==> src/rtl/uart_tx_fifo.sv <==
// Burst-absorbing word FIFO in front of UART_TX: stores pushes and hands words
// to the transmitter one at a time over the data_ready/data/data_sent handshake.
module uart_tx_fifo #(
  parameter int unsigned BITS  = 8,
  parameter int unsigned DEPTH = 16,
  parameter int unsigned AW    = $clog2(DEPTH)
) (
  input  logic            clk,
  input  logic            rst,
  input  logic            wr_en,
  input  logic [BITS-1:0] wr_data,
  output logic            full,
  output logic            empty,
  output logic [AW:0]     count,
  output logic            overflow,
  output logic [BITS-1:0] tx_data,
  output logic            tx_data_ready,
  input  logic            tx_data_sent
);

  localparam int unsigned CW = AW + 1;

  typedef enum logic {
    ST_IDLE = 1'b0,
    ST_SEND = 1'b1
  } state_t;

  state_t          r_state;
  state_t          w_state_nxt;
  logic [BITS-1:0] r_mem [DEPTH];
  logic [AW-1:0]   r_wp;
  logic [AW-1:0]   r_rp;
  logic [CW-1:0]   r_count;
  logic [CW-1:0]   w_count_nxt;
  logic            r_full;
  logic            r_empty;
  logic            r_overflow;
  logic [BITS-1:0] r_tx_data;
  logic            w_pop;
  logic            w_push;

  // Drain FSM: pop only from IDLE so ready always drops for a cycle between words.
  always_comb begin
    w_state_nxt = r_state;
    w_pop       = 1'b0;
    case (r_state)
      ST_IDLE: begin
        if (!r_empty) begin
          w_pop       = 1'b1;
          w_state_nxt = ST_SEND;
        end
      end
      ST_SEND: begin
        if (tx_data_sent) begin
          w_state_nxt = ST_IDLE;
        end
      end
      default: w_state_nxt = ST_IDLE;
    endcase
  end

  always_ff @(posedge clk) begin
    if (rst) begin
      r_state <= ST_IDLE;
    end else begin
      r_state <= w_state_nxt;
    end
  end

  // A pop in the same cycle frees a slot, so a push at full is still accepted.
  assign w_push = wr_en && (!r_full || w_pop);

  always_comb begin
    w_count_nxt = r_count;
    if (w_push && !w_pop) begin
      w_count_nxt = r_count + CW'(1);
    end else if (!w_push && w_pop) begin
      w_count_nxt = r_count - CW'(1);
    end
  end

  always_ff @(posedge clk) begin
    if (w_push) begin
      r_mem[r_wp] <= wr_data;
    end
  end

  always_ff @(posedge clk) begin
    if (rst) begin
      r_wp       <= '0;
      r_rp       <= '0;
      r_count    <= '0;
      r_full     <= 1'b0;
      r_empty    <= 1'b1;
      r_overflow <= 1'b0;
      r_tx_data  <= '0;
    end else begin
      r_count    <= w_count_nxt;
      r_full     <= (w_count_nxt == CW'(DEPTH));
      r_empty    <= (w_count_nxt == '0);
      r_overflow <= wr_en && r_full && !w_pop;
      if (w_push) begin
        r_wp <= r_wp + AW'(1);
      end
      if (w_pop) begin
        r_tx_data <= r_mem[r_rp];
        r_rp      <= r_rp + AW'(1);
      end
    end
  end

  assign full          = r_full;
  assign empty         = r_empty;
  assign count         = r_count;
  assign overflow      = r_overflow;
  assign tx_data       = r_tx_data;
  assign tx_data_ready = (r_state == ST_SEND);

endmodule

==> config.mk <==
export PLATFORM = sky130hd
export DESIGN_NAME = uart_tx_fifo
export DESIGN_NICKNAME = d
export VERILOG_FILES = /design/src/rtl/uart_tx_fifo.sv
export SDC_FILE = /design/constraint.sdc
export NUM_CORES = 1
export LEC_CHECK = 0
export CAP_MARGIN = 20
export CORE_UTILIZATION = 59
export DETAILED_ROUTE_END_ITERATION = 10
export GPL_ROUTABILITY_DRIVEN = 0
export PLACE_DENSITY_LB_ADDON = 0.08
export SLEW_MARGIN = 20
export SYNTH_ARGS = -nofsm -noshare
export SYNTH_HDL_FRONTEND = slang
export SYNTH_SLANG_ARGS = --single-unit
==> constraint.sdc <==
create_clock -name clk -period 2.3 [get_ports clk]
set_input_delay 0.575 -clock clk [delete_from_list [all_inputs] [get_ports clk]]
set_output_delay 0.575 -clock clk [all_outputs]
set_load 0.01 [all_outputs]
==> metrics.txt, run 1 <==
Detail Route met3 WL=597 µm; Slew headroom=53.0%; DIE WIDTH=104 µm; Final Non-Filler Cells=541; initial antenna violation count=0; starting density of the core=61.8%; grt ovf=0; core footprint=9910 µm²; clock network fraction of design power=34.1%; Total Routing Usage GR=23.5%; register area=4350 µm²; Cell Area, Placed=6620 µm²; wire length on met2=5650 µm; Internal=5.56 mW; DRT met1 WL=4930 µm; Critical Path RT=1.73 ns; most frequent cell after synthesis=edfxtp_1; slowest CP cell=clkdlybuf4s50_1; endpoints failing setup=0; net total in the final layout=414; final worst-path cycle share=92.0%; Hold Slack=0.455 ns; flops & latches, synth=153; number of global-route vias before repair=3211; post_cts resized=0; leakage=2.41 nW; CP startpoint kind=flop; number of synthesized flops with an enable pin=128; drt wl/cell=21.1 µm; syn nets=359; commonest cells in the netlist=128 x edfxtp_1, 27 x nor2_1, 25 x dfxtp_1; Synth area leaders=edfxtp_1 63%, mux4_2 8.5%, dfxtp_1 8.2%; port bufs=28; Hold Vio Cnt, Final=0; Worst-path clk slew=0.06 ns; cts hold-fix bufs=0; Worst VDD drop=692 µV; Max Slew Vio Count=0; num ports=29; final WL=11400 µm; TritonRoute pass-1 iters=5; delay-heaviest family, CP=buffers and inverters; clk_lat worst skew=0.52 ns; Clock Tree Buf Depth=2; Synth Area per Inst=18.0 µm²; Fmax=473 MHz; min-delay worst type=reg -> reg; Seq/Total Area, Yosys=71.0%; most common flop cell mapped by yosys=edfxtp_1; vias=3237; DRC Markers=0; largest net degree at the start of global routing=36; crit path DAT=1.54 ns; Yosys cell types=41; Syn. warnings=0; Routed Antenna Nets=0; Num CTS Buffers=17; Syn-to-layout area delta=17.1%; drt first-iter violations=299; HPWL Detailed=7080 µm; Post-Syn Instances=340; status=complete, no violations; root buffer cell=clkbuf_8; clock tree sinks=153; crit path buf inv count=1; Finished Cell Area=7170 µm²; critical path cell sequence=clkdlybuf4s50_1; die height=104 µm; final worst path period need=2.11 ns; CTS tree=built; PwrDens=1050 nW/µm²; placed cells=509; dominant cell type by area after synthesis=edfxtp_1; Yosys top cell area share=62.8%; Mapped Area=6120 µm²; sw frac=25.9%; Die ar.=10800 µm²; postcts setup bufs=0; antenna diode count=0; clk_skew=0.00801 ns; fillers=624; Sw Pwr=1.95 mW; uppermost routed layer=met4; Avg Vias per Cell=5.98; area of the multi-input gates=1580 µm²; Async SR Flop Fraction=0%; Worst Max-Slew Pin Slew=0.703 ns; Cell Rows=36; CP peak stage delay=0.58 ns; fraction of layout cells with a size suffix above 1=19.9%; H-tree levels=4; first-pass GRT wire length=18100 µm; RSZ-0062 raised after global routing=no; sequential power share=43.8%; crit path max fanout=7; Worst Setup End Kind=output port; Logic pwr share=22.0%; # Max-Cap Violations=0; Crit Path Category=reg -> out; total power=7.51 mW
==> cells in the final DEF, fill, tap and decap left out, types with 9 or more instances in the layout <==
cell type,synthesis,layout
a22o_1,16,16
buf_4,0,24
clkbuf_16,0,16
o21ai_1,9,9
a21oi_1,13,13
dfxtp_1,25,24
mux4_2,23,23
mux4_1,9,9
edfxtp_1,128,128
nor2_1,27,27
clkdlybuf4s50_1,0,28
nand2_1,17,17
==> cells by family after synthesis <==
kind of cell               count (synthesis)  share of synthesized area [%]
AOI/OAI and AO/OA                         45                           5.21
xor gates and xnor gates                  11                           1.57
DFF                                      153                           71.0
muxes                                     33                           12.5
adders and majority gates                  7                           1.43
and+or+nand+nor                           67                           5.13
buffers and inverters                     24                           3.19
==> power by group through the flow <==
stage	Sequential (mW)	Clock, mW	Combinational [mW]
floorplan	3.37	0	1.18
global placement	3.34	0	1.64
detailed placement	3.35	0	1.66
CTS	3.29	2.61	1.67
global route	3.32	2.72	1.78
finish	3.29	2.56	1.65
==> flip-flops by register name (all words and copies together), names as in the netlist, 4 cells and up <==
| name | count |
|---|---|
| r_mem | 128 |
| tx_data | 8 |
| count | 5 |
| r_rp | 4 |
| r_wp | 4 |
==> worst paths after layout <==
check / start / endpoint / slack (ns) / depth (start not counted)
worst max-delay path: count[1]$_SDFF_PP0_ / count[1] / 0.19 / 1
worst min-delay path: tx_data[5]$_SDFFE_PP0P_ / tx_data[5]$_SDFFE_PP0P_ / 0.45 / 2
worst max register to register: empty$_SDFF_PP1_ / r_mem[0][3]$_DFFE_PP_ / 0.31 / 5
worst min register to register: tx_data[5]$_SDFFE_PP0P_ / tx_data[5]$_SDFFE_PP0P_ / 0.45 / 2
==> cell type report <==
type	count	area share [%]
sequential	153	60.6
multi-input combinational	163	22.1
clock inverter	13	1.80
inverter	6	0.314
tap	133	2.32
clock buffer	19	5.88
timing repair buffer	54	6.98
==> metrics by stage <==
| step | utilization (%) | TNS (ns) | setup WS [ns] |
|---|---|---|---|
| after detailed placement | 66.8 | -3.50 | -0.168 |
| after global placement | 66.8 | -2.10 | -0.133 |
| final | 72.3 | 0 | 0.185 |
| after floorplan | - | 0 | 0.126 |
| after global routing | 72.3 | 0 | 0.122 |
| after CTS | 72.3 | 0 | 0.165 |
==> metal layers <==
| metal | up-vias | GRT usage [%] |
|---|---|---|
| li1 | 1462 | - |
| met1 | 1638 | 33.1 |
| met2 | 119 | 35.8 |
| met3 | 18 | 4.76 |
| met4 | 0 | 10.7 |
| met5 | - | 0 |
Note: power is estimated with default switching activity, not from simulation.
==> inputs of run 2 (changes only) <==
- CORE_UTILIZATION: 59 -> 50
- SLEW_MARGIN: 20 -> 30
==> metrics.txt, run 2 (synthesis results as in run 1) <==
status=complete, no violations; Reg2Reg Depth=5; CTS tree=built; Slew headroom=51.0%; Total Routing Usage GR=20.0%; Worst Max-Slew Pin Slew=0.734 ns; most frequent cells in the layout=128 x edfxtp_1, 28 x clkdlybuf4s50_1, 27 x nor2_1; number of cells on the critical path=1; Cell Area, Placed=6650 µm²; Critical Path RT=1.73 ns; CP Capture Point=count[1]; PwrDens=1090 nW/µm²; net total in the final layout=416; number of global-route vias before repair=3140; Die ar.=12700 µm²; H-tree levels=4; Worst Setup End Kind=output port; delay-heaviest family, CP=buffers and inverters; leakage=2.46 nW; critical path cell sequence=clkdlybuf4s50_1; initial antenna violation count=0; min-delay worst type=reg -> reg; Hold Vio Cnt, Final=0; postcts setup bufs=0; largest reg by FF count=r_mem; CP startpoint=count[1]$_SDFF_PP0_; CP startpoint kind=flop; TritonRoute pass-1 iters=4; final WL=11500 µm; DRC Markers=0; crit path buf inv count=1; # Max-Cap Violations=0; Finished Cell Area=7300 µm²; R2R setup slack=0.37 ns; Routed Antenna Nets=0; DIE WIDTH=113 µm; placed cells=525; fraction of layout cells with a size suffix above 1=20.5%; Max Slew Vio Count=0; post_cts resized=0; Worst VDD drop=610 µV; cts hold-fix bufs=0; first-pass GRT wire length=17800 µm; grt ovf=0; endpoints failing setup=0; Syn-to-layout area delta=19.3%; port bufs=28; starting density of the core=51.2%; drt wl/cell=20.6 µm; Final Non-Filler Cells=557; Reg-to-Reg End=tx_data[5]$_SDFFE_PP0P_; RSZ-0062 raised after global routing=no; num ports=29; Clock Tree Buf Depth=2; clk_lat worst skew=0.42 ns; max reg flops=128; largest net degree at the start of global routing=36; crit path max fanout=7; antenna diode count=0; clock tree sinks=153; Avg Vias per Cell=5.65; Worst-path clk slew=0.06 ns; Cell Rows=40; final worst-path cycle share=87.9%; die height=113 µm; slowest CP cell=clkdlybuf4s50_1; reg2reg start=r_rp[0]$_SDFFE_PP0P_; drt first-iter violations=272; Crit Path Category=reg -> out; core footprint=12000 µm²; Num CTS Buffers=17; CP peak stage delay=0.58 ns; final worst path period need=2.02 ns; clk_skew=0.00891 ns; vias=3146; leading cell type in the layout, fill and taps excluded=edfxtp_1; HPWL Detailed=7560 µm; Fmax=495 MHz; crit path DAT=1.45 ns; root buffer cell=clkbuf_16
run 2: routing by layer:
| metal | vias to the layer above | global-route usage, % | part of all wire, % |
|---|---|---|---|
| li1 | 1460 | - | - |
| met1 | 1579 | 27.9 | 48 |
| met2 | 91 | 29.9 | 46 |
| met3 | 16 | 4.86 | 4.1 |
| met4 | 0 | 9.07 | 1.9 |
| met5 | - | 0 | 0 |
run 2: power breakdown:
group	internal (mW)	switching, mW	total (mW)	leakage, nW
logic	0.873	0.782	1.66	0.788
registers	3.17	0.127	3.29	1.36
clock network	2.01	1.03	3.05	0.315
total	6.05	1.94	8.00	2.46
run 2: worst min path at each step:
stage | startpoint | endpoint | cells after the start
5_1_grt | tx_data[2]$_SDFFE_PP0P_ | tx_data[2]$_SDFFE_PP0P_ | 2
3_3_place_gp | tx_data[6]$_SDFFE_PP0P_ | tx_data[6]$_SDFFE_PP0P_ | 2
3_5_place_dp | tx_data[5]$_SDFFE_PP0P_ | tx_data[5]$_SDFFE_PP0P_ | 2
4_1_cts | tx_data[5]$_SDFFE_PP0P_ | tx_data[5]$_SDFFE_PP0P_ | 2
6_report | tx_data[5]$_SDFFE_PP0P_ | tx_data[5]$_SDFFE_PP0P_ | 2
2_1_floorplan | tx_data[0]$_SDFFE_PP0P_ | tx_data[0]$_SDFFE_PP0P_ | 2
run 2: final cells by class:
class	count	area (µm²)
clock buffer	17	425
clock inverter	15	230
fill	895	4660
inverter	6	22.5
multi-input combinational	163	1580
sequential	153	4350
tap	147	184
timing repair buffer	56	515
run 2: through the flow:
step / setup slack [ns] / setup TNS, ns / hold slack [ns] / power [mW] / util (%)
final: 0.278 / 0 / 0.452 / 8.00 / 61.1
after global routing: 0.172 / 0 / 0.471 / 8.30 / 61.1
after CTS: 0.254 / 0 / 0.455 / 8.07 / 61.1
after detailed placement: -0.0872 / -3.59 / 0.447 / 5.03 / 55.6
after global placement: -0.0783 / -1.27 / 0.443 / 5.01 / 55.6
after floorplan: 0.126 / 0 / 0.481 / 4.55 / -
==> inputs of run 3 (changes only) <==
- clock period: 2.3 -> 1.65 ns (I/O delays scaled with it)
==> metrics.txt, run 3 (synthesis results as in run 1) <==
final worst-path cycle share=106%; Worst VDD drop=855 µV; clk_lat worst skew=0.42 ns; endpoints failing setup=49; starting density of the core=51.2%; antenna diode count=0; Slew headroom=56.4%; Clock Tree Buf Depth=2; Fmax=574 MHz; first-pass GRT wire length=19600 µm; Num CTS Buffers=17; net total in the final layout=449; CTS tree=built; status=finished, violations left; placed cells=551; vias=3346; Final Non-Filler Cells=590; min-delay worst type=reg -> reg; leakage=2.69 nW; core footprint=12000 µm²; max reg flops=128; DIE WIDTH=113 µm; # Max-Cap Violations=0; Total Routing Usage GR=21.9%; number of global-route vias before repair=3386; Worst Setup End Kind=flop; largest reg by FF count=r_mem; fillers=827; Worst-path clk slew=0.06 ns; Logic pwr share=27.9%; PwrDens=1380 nW/µm²; sw frac=28.0%; HPWL Detailed=8480 µm; root buffer cell=clkbuf_16; final WL=12900 µm; port bufs=28; Sw Pwr=3.06 mW; Syn-to-layout area delta=29.8%; most frequent cells in the layout=128 x edfxtp_1, 31 x mux4_2, 30 x buf_4; H-tree levels=4; DRC Markers=0; Hold Vio Cnt, Final=0; Max Slew Vio Count=0; largest net degree at the start of global routing=31; RSZ-0062 raised after global routing=yes; clock tree sinks=153; Internal=7.89 mW; clock network fraction of design power=30.0%; drt first-iter violations=232; die height=113 µm; Cell Rows=40; Crit Path Category=reg -> reg; num ports=29; grt ovf=0; post-route setup slack=-0.0931 ns; fraction of layout cells with a size suffix above 1=38.1%; Place WS=-0.663 ns; final worst path period need=1.74 ns; clk_skew=0.00746 ns; TritonRoute pass-1 iters=4; sequential power share=42.1%; CP startpoint kind=flop; crit path DAT=1.88 ns; leading cell type in the layout, fill and taps excluded=edfxtp_1; Routed Antenna Nets=0; Worst Max-Slew Pin Slew=0.652 ns; Avg Vias per Cell=5.67; setup TNS=-2.38 ns; initial antenna violation count=0; drt wl/cell=21.8 µm; failing checks=negative setup slack; crit path max fanout=6; Die ar.=12700 µm²; Critical Path RT=1.78 ns
==> run 3: changes by cell type in the layout (fill, tap and decap cells not counted), moves of 6 or more <==
cell	before	now
clkdlybuf4s50_1	28	10
dlygate4sd2_1	0	18
buf_12	2	17
buf_6	0	13
nor2_1	27	14
nor2_4	0	12
mux4_1	9	1
mux4_2	23	31
bufinv_16	6	0
dfxtp_1	24	18
==> run 3: final timing paths <==
check	start	end	slack [ns]	cells after the start
worst max-delay path	empty$_SDFF_PP1_	r_mem[3][1]$_DFFE_PP_	-0.09	6
worst min-delay path	tx_data[0]$_SDFFE_PP0P_	tx_data[0]$_SDFFE_PP0P_	0.45	2
worst max register to register	empty$_SDFF_PP1_	r_mem[3][1]$_DFFE_PP_	-0.09	6
worst min register to register	tx_data[0]$_SDFFE_PP0P_	tx_data[0]$_SDFFE_PP0P_	0.45	2
==> run 3: per-layer routing <==
layer	wire (µm)	global-route usage, %	part of all wire, %
met5	0	0	0
met4	279	8.18	2.2
met3	534	5.67	4.2
met2	6220	34.6	48
met1	5830	29.6	45
==> run 3: critical path: stages, from the launching register on <==
cell,delay [ns]
dfxtp_2,0.33
or2_4,0.27
a21boi_4,0.26
buf_6,0.16
nand2_8,0.08
nor3_4,0.21
buf_12,0.16
==> run 3: power groups by stage <==
stage	sequential, mW	combinational (mW)	clock (mW)
after floorplan	4.70	1.71	0
after global placement	4.64	2.66	0
after detailed placement	4.65	2.69	0
after CTS	4.59	2.79	3.36
after global routing	4.63	3.24	3.52
final	4.61	3.05	3.29
==> run 3: timing repair <==
action                     4_1_cts  5_1_grt
hold buffers                     0        0
resized for setup               51       36
hold endpoints to repair         0        0
setup endpoints to repair      133       98
gates cloned                     0        0
buffers inserted                 3        4
pin swaps                        9       12
==> run 3: stage by stage <==
stage                     utilization (%)  area [µm²]  hold slack, ns  power [mW]
final                                66.4        7950           0.449        11.0
after global routing                 66.4        7950           0.472        11.4
after CTS                            64.8        7750           0.451        10.7
after detailed placement             59.9        7160           0.446        7.34
after global placement               59.9        7160           0.445        7.30
after floorplan                         -        6260           0.481        6.41
==> run 3: layout make-up <==
cell class | instances | area, µm² | area share (%)
sequential | 153 | 4360 | 54.8
multi-input combinational | 163 | 1900 | 23.9
timing repair buffer | 89 | 985 | 12.4
clock buffer | 20 | 437 | 5.50
tap | 147 | 184 | 2.31
clock inverter | 12 | 60.1 | 0.756
inverter | 6 | 22.5 | 0.283
